===== config.mk =====
export PLATFORM = sky130hd
export DESIGN_NAME = mycpu_pipe_ctrl
export DESIGN_NICKNAME = d
export VERILOG_FILES = /design/src/rtl/mycpu_pipe_ctrl.sv
export SDC_FILE = /design/constraint.sdc
export NUM_CORES = 1
export LEC_CHECK = 0
export ABC_AREA = 0
export BUFFER_PORTS_ARGS = -buffer_cell sky130_fd_sc_hd__buf_2
export CAP_MARGIN = 10
export CORE_MARGIN = 2
export CORE_UTILIZATION = 38
export DETAILED_ROUTE_END_ITERATION = 10
export PLACE_DENSITY_LB_ADDON = 0.05
export SLEW_MARGIN = 0
export SYNTH_ARGS = -nofsm -noshare
export SYNTH_HDL_FRONTEND = slang
export SYNTH_SLANG_ARGS = --single-unit
export TNS_END_PERCENT = 30

===== constraint.sdc =====
create_clock -name clk -period 1.65 [get_ports clk]
set_clock_uncertainty 0.05 [all_clocks]
set_input_delay 0.33 -clock clk [delete_from_list [all_inputs] [get_ports clk]]
set_output_delay 0.33 -clock clk [all_outputs]
set_load 0.05 [all_outputs]

===== src/rtl/mycpu_pipe_ctrl.sv =====
// mycpu_pipe_ctrl: pipeline control for the five-stage core.
// Turns per-stage stall requests, the multi-cycle execute handshake and
// redirect requests into per-stage stall/flush vectors and a PC redirect.
// Optional performance counters are built when MYCPU_PIPE_PERF_EN is defined.
//
// Handshake: mc_start is a one-cycle launch pulse accepted only in RUN;
// mc_done marks the cycle the multi-cycle result is valid; mc_cancel is a
// one-cycle abort pulse, registered, one cycle after the abort decision.
module mycpu_pipe_ctrl #(
  parameter int NSTAGE      = 6,
  parameter int EX_IDX      = 3,
  parameter int FLUSH_DEPTH = 3,
  parameter int MC_TIMEOUT  = 64,
  parameter int CNT_W       = 32
) (
  input  logic              clk,
  input  logic              rst,
  input  logic [NSTAGE-1:0] stallreq,
  input  logic              mc_start,
  input  logic              mc_done,
  input  logic              flush_req,
  input  logic [31:0]       flush_pc,
  output logic [NSTAGE-1:0] stall,
  output logic [NSTAGE-1:0] flush,
  output logic              new_pc_valid,
  output logic [31:0]       new_pc,
  output logic              mc_cancel,
  output logic              mc_timeout,
  output logic [CNT_W-1:0]  stall_cycles,
  output logic [CNT_W-1:0]  flush_count,
  output logic [1:0]        dbg_state
);

  localparam int WD_W = (MC_TIMEOUT > 2) ? $clog2(MC_TIMEOUT) : 1;
  localparam logic [WD_W-1:0] WD_LAST = WD_W'(MC_TIMEOUT - 1);

  typedef enum logic [1:0] {
    RUN     = 2'd0,
    MC_WAIT = 2'd1,
    FLUSH   = 2'd2
  } state_t;

  state_t            state_q, state_d;
  logic [WD_W-1:0]   wd_q, wd_d;
  logic [31:0]       pc_q, pc_d;
  logic [NSTAGE-1:0] flush_q, flush_d;
  logic              npv_q, npv_d;
  logic              cancel_q, cancel_d;
  logic              to_q, to_d;
  logic              force_ex;
  logic [NSTAGE-1:0] base_stall, ex_mask, fl_mask;

  // Thermometer base stall plus the fixed EX-hold and flush masks.
  always_comb begin
    base_stall = '0;
    ex_mask    = '0;
    fl_mask    = '0;
    for (int j = 0; j < NSTAGE; j++) begin
      base_stall[j] = |(stallreq >> j);
      ex_mask[j]    = (j <= EX_IDX);
      fl_mask[j]    = (j >= 1) && (j <= FLUSH_DEPTH);
    end
  end

  // Next-state logic; priority is flush > watchdog > mc_done > mc_start.
  always_comb begin
    state_d  = state_q;
    wd_d     = wd_q;
    pc_d     = pc_q;
    cancel_d = 1'b0;
    to_d     = to_q;
    force_ex = 1'b0;
    case (state_q)
      RUN: begin
        if (flush_req) begin
          state_d  = FLUSH;
          pc_d     = flush_pc;
          cancel_d = mc_start;
        end else if (mc_start) begin
          state_d  = MC_WAIT;
          wd_d     = '0;
          force_ex = 1'b1;
        end
      end
      MC_WAIT: begin
        wd_d     = wd_q + WD_W'(1);
        // Release the hold in the done cycle so EX->MEM captures the result.
        force_ex = !mc_done;
        if (flush_req) begin
          state_d  = FLUSH;
          pc_d     = flush_pc;
          cancel_d = 1'b1;
        end else if (wd_q == WD_LAST) begin
          state_d  = RUN;
          cancel_d = 1'b1;
          to_d     = 1'b1;
        end else if (mc_done) begin
          state_d = RUN;
        end
      end
      FLUSH: begin
        if (flush_req) begin
          state_d = FLUSH;
          pc_d    = flush_pc;
        end else begin
          state_d = RUN;
        end
      end
      default: state_d = RUN;
    endcase
    flush_d = (state_d == FLUSH) ? fl_mask : '0;
    npv_d   = (state_d == FLUSH);
  end

  // Combinational stall: zero during FLUSH and while reset is held.
  always_comb begin
    stall = '0;
    if (rst && (state_q != FLUSH)) begin
      stall = base_stall | (force_ex ? ex_mask : '0);
    end
  end

  // State and registered outputs.
  always_ff @(posedge clk or negedge rst) begin
    if (!rst) begin
      state_q  <= RUN;
      wd_q     <= '0;
      pc_q     <= '0;
      flush_q  <= '0;
      npv_q    <= 1'b0;
      cancel_q <= 1'b0;
      to_q     <= 1'b0;
    end else begin
      state_q  <= state_d;
      wd_q     <= wd_d;
      pc_q     <= pc_d;
      flush_q  <= flush_d;
      npv_q    <= npv_d;
      cancel_q <= cancel_d;
      to_q     <= to_d;
    end
  end

  assign flush        = flush_q;
  assign new_pc_valid = npv_q;
  assign new_pc       = pc_q;
  assign mc_cancel    = cancel_q;
  assign mc_timeout   = to_q;
  assign dbg_state    = state_q;

`ifdef MYCPU_PIPE_PERF_EN
  logic [CNT_W-1:0] sc_q, sc_d, fc_q, fc_d;

  // Saturating stall-cycle and flush counters.
  always_comb begin
    sc_d = sc_q;
    fc_d = fc_q;
    if (stall[0] && (sc_q != '1)) sc_d = sc_q + CNT_W'(1);
    if ((state_d == FLUSH) && (fc_q != '1)) fc_d = fc_q + CNT_W'(1);
  end

  // Counter registers.
  always_ff @(posedge clk or negedge rst) begin
    if (!rst) begin
      sc_q <= '0;
      fc_q <= '0;
    end else begin
      sc_q <= sc_d;
      fc_q <= fc_d;
    end
  end

  assign stall_cycles = sc_q;
  assign flush_count  = fc_q;
`else
  assign stall_cycles = '0;
  assign flush_count  = '0;
`endif

endmodule


==> impl_summary.md <==
Placed design
The final RePlAce weighted congestion is just over 0.7. After legalization and detailed placement, the total HPWL measured between 3000 and 4000 um. Including well taps, the total number of placed cells is 362. Buffers placed on the I/O ports in this run total 88.

Clocking
No sink is reached through more buffers than the 2 on the longest clock path. The count of buffers added by post-CTS timing repair for setup is 0. The clock tree root buffer cell is sky130_fd_sc_hd__clkbuf_8. The count of H-tree levels built during CTS is 2.

The clock tree from TritonCTS is done. The register clock-pin slew on the reported worst setup and hold paths is around 0.08 ns. The clock reaches the later pin of the worst-skew pair after approximately 0.29 ns. Clock tree synthesis inserted a total of 5 buffers.

CTS saw 43 sinks.

Worst setup path
The data required time at the worst endpoint is 1.27 ns. The critical path goes through or4b_4 -> o2111a_4 -> a21oi_4 -> buf_8. The critical path is of the reg2out type. The maximum fanout along the worst path is 3. At the worst endpoint, the arrival time is between 1.5 and 2 ns. The delay of the slowest cell on the worst path is 0.54 ns. The worst register-to-register path has a setup slack of around 0.12 ns. The kind of start point of the critical path is a flip-flop.

Among all stages on the critical path, the largest delay is contributed by sky130_fd_sc_hd__or4b_4. The critical path endpoint category is an output pin.

Synthesis
Sorting the synthesized cells by how often they occur yields sky130_fd_sc_hd__buf_4 (73), sky130_fd_sc_hd__dfrtp_1 (43), sky130_fd_sc_hd__mux2_2 (33). Counting flops and latches in the post-synthesis netlist gives 43. After synthesis, the cell types taking the most area are sky130_fd_sc_hd__dfrtp_1 (46%), sky130_fd_sc_hd__buf_4 (24%), sky130_fd_sc_hd__mux2_2 (16%). The combined area of all synthesized cells is about 2300 um2. In this run, distinct cell masters in the synthesized netlist total 32. In this run the mean area of a mapped cell was ~12 um2. The synthesized design spends more area on one cell type than any other, namely sky130_fd_sc_hd__dfrtp_1.

sky130_fd_sc_hd__buf_4 is the most common cell in the netlist. The most used flip-flop cell after synthesis is sky130_fd_sc_hd__dfrtp_1. The sequential element share of the synthesized area is 0.462. The count of flip-flops with a built-in enable after synthesis is 0. Of the post-synthesis cell area, the dominant cell type holds 0.462. The cell count after synthesis is between 150 and 200.

The post-synthesis async set-or-reset flop share is 1.00. The total of warnings raised by yosys is 0.

Run
The number of max-cap violations is 0.

Floorplan
The count of standard-cell rows is 28. In this run the vertical extent of the chip is 82.3 um. The number of ports placed on the die boundary is approximately 160. The area of the placeable core is between 5000 and 6000 um2. The die width is 82.3 um. The floorplan step defined a die boundary enclosing roughly 6800 um2. The effective utilization at floorplan is 0.394.

Timing
Dividing the final minimum period by the clock period gives 1.27. The worst hold slack is between 0.1 and 0.15 ns. The count of final max-slew check failures is 0. The aggregate negative setup slack is -2.15 ns.

For the pin with the worst max-slew slack, the measured transition is ~0.54 ns. The relative slew slack is 0.638. After layout, the minimum clock period comes to 2.10 ns. The final worst-path setup slack is -0.447 ns. The number of hold violations in the final report is 0. Setup violations remaining at the end of the flow were counted as 6. Setup repair after global routing could not meet its margin everywhere.

Static timing analysis puts the maximum clock frequency at ~480 MHz.

Power
The net switching fraction of the power is 0.424. The power density relative to cell area is approximately 1100 nW/um2. The sequential power share is 0.388.

Of the total power, combinational logic draws 0.380. The internal power component is ~1.8 mW. The total leakage power is ~1.5 nW. Of the total power, the clock network draws 0.232. Summed over all nets, the switching power comes to between 1 and 1.5 mW.

The highest ir drop seen on vdd is between 0.0005 and 0.0006 V.

Drt
For this block, the via count after detailed routing is 1,534. The detailed-route DRC error count is 0. The per-cell via count in the routed design is approximately 4.1. In this run the remaining antenna-violating nets after routing total 0. The number of iterations in the first detailed-routing pass is 4.

The starting DRC count in detailed routing is 46. The wire length after detailed routing is 4300 um. The mean routed wirelength per cell is 11.6 um.

Global routing
Across every metal layer, demand over resource in global routing totals 0.126. Entering global routing, the biggest net connects 44 pins. The total overflow left after global routing is 0. The first global-routing pass estimated roughly 6500 um of wire. The number of global-route vias before repair came to around 1,400.

The initial antenna violation count is 0.

Finish
0 antenna diodes ended up in the layout. The final layout contains 338 nets. The fraction of the core area covered by cells at the end of the flow is 0.481. The proportion of layout cells with a drive suffix above 1 is 0.508. The post-route non-filler standard cell count is 370. From synthesis to final layout, the design area changed by 22.1%.

Outcome
The flow ran to the end, but the final reports show violations. The checks that failed: setup timing.

Worst hold path
The worst hold-check path type is in2async.
-- per-stage QoR --
stage          total power [mW]  worst slack, ns  area [um2]
5_1_grt                    3.32           -0.496        2850
2_1_floorplan              2.32           -0.474        2640
4_1_cts                    3.20           -0.470        2830
6_report                   3.16           -0.447        2850
3_5_place_dp               2.43           -0.317        2700
3_3_place_gp               2.43           -0.311        2700
-- worst paths after layout --
check | from | end | depth (start not counted)
setup / recovery | dbg_state[0] | stall[0] | 4
hold / removal | rst | wd_q[0] | 2
setup reg to reg | dbg_state[0] | new_pc[29] | 4
hold reg to reg | mc_timeout | mc_timeout | 1
max in group asynchronous | rst | dbg_state[1] | 2
min in group clk | flush_pc[8] | new_pc[8] | 2
-- cell type report --
type,instances,area (um2)
Timing Repair Buffer,97,567
Inverter,3,11.3
Sequential cell,43,1080
Fill cell,568,3080
Multi-Input combinational cell,144,995
Clock buffer,8,100
Tap cell,75,93.8
-- kinds of logic (layout without fill, tap and decap cells) --
kind of cell	after synthesis	in the layout	share of synthesized area
muxes	36	36	0.172
and+or+nand+nor	24	24	0.0537
adders and majority gates	1	1	0.00537
AOI/OAI and AO/OA	16	16	0.0585
DFF	43	43	0.462
buffers and inverters	78	108	0.247
other	1	67	0.00161
-- sequential cells by signal (all words and copies together), names as in the netlist --
register    count
new_pc         32
mc_cancel       1
flush           1
wd_q            6
mc_timeout      1
dbg_state       2
-- power groups by stage --
stage | clock network [mW] | registers, mW | logic (mW)
global placement | 0 | 1.24 | 1.18
floorplan | 0 | 1.60 | 0.718
detailed placement | 0 | 1.24 | 1.19
global route | 0.812 | 1.24 | 1.26
finish | 0.733 | 1.22 | 1.20
CTS | 0.776 | 1.23 | 1.20
-- cells in the final DEF (no fill, tap or decap), types with 2 or more instances in the layout --
cell / instances
sky130_fd_sc_hd__a21oi_4: 3
sky130_fd_sc_hd__a22o_1: 2
sky130_fd_sc_hd__buf_2: 83
sky130_fd_sc_hd__buf_4: 7
sky130_fd_sc_hd__buf_6: 3
sky130_fd_sc_hd__buf_8: 3
sky130_fd_sc_hd__clkbuf_8: 7
sky130_fd_sc_hd__conb_1: 67
sky130_fd_sc_hd__dfrtp_1: 41
sky130_fd_sc_hd__dfrtp_2: 2
sky130_fd_sc_hd__inv_1: 2
sky130_fd_sc_hd__mux2_2: 33
sky130_fd_sc_hd__mux2i_1: 3
sky130_fd_sc_hd__nand2_1: 4
sky130_fd_sc_hd__nand2b_1: 2
sky130_fd_sc_hd__nand4_1: 2
sky130_fd_sc_hd__nor2_1: 6
sky130_fd_sc_hd__nor2_4: 3
sky130_fd_sc_hd__o21ai_0: 2
-- layer usage --
metal	routed length (um)	up-vias	GRT usage
li1	-	716	-
met1	1870	714	0.156
met2	1920	98	0.205
met3	461	6	0.0457
met4	53	0	0.0350
met5	0	-	0
-- worst max-delay path, delay by kind of cell, from the launching register on --
kind / cells / cell delay, ns
AO/OA/AOI/OAI: 2 / 0.33
buffers and inverters: 1 / 0.16
flip-flops: 1 / 0.41
AND/OR/NAND/NOR: 1 / 0.54
-- what timing repair did --
action,in CTS,in global routing
cloned,0,0
hold buffers,0,0
resized for setup,12,3
pin swaps,2,0
setup endpoints to repair,6,6
Power figures use the tool's default switching activity.
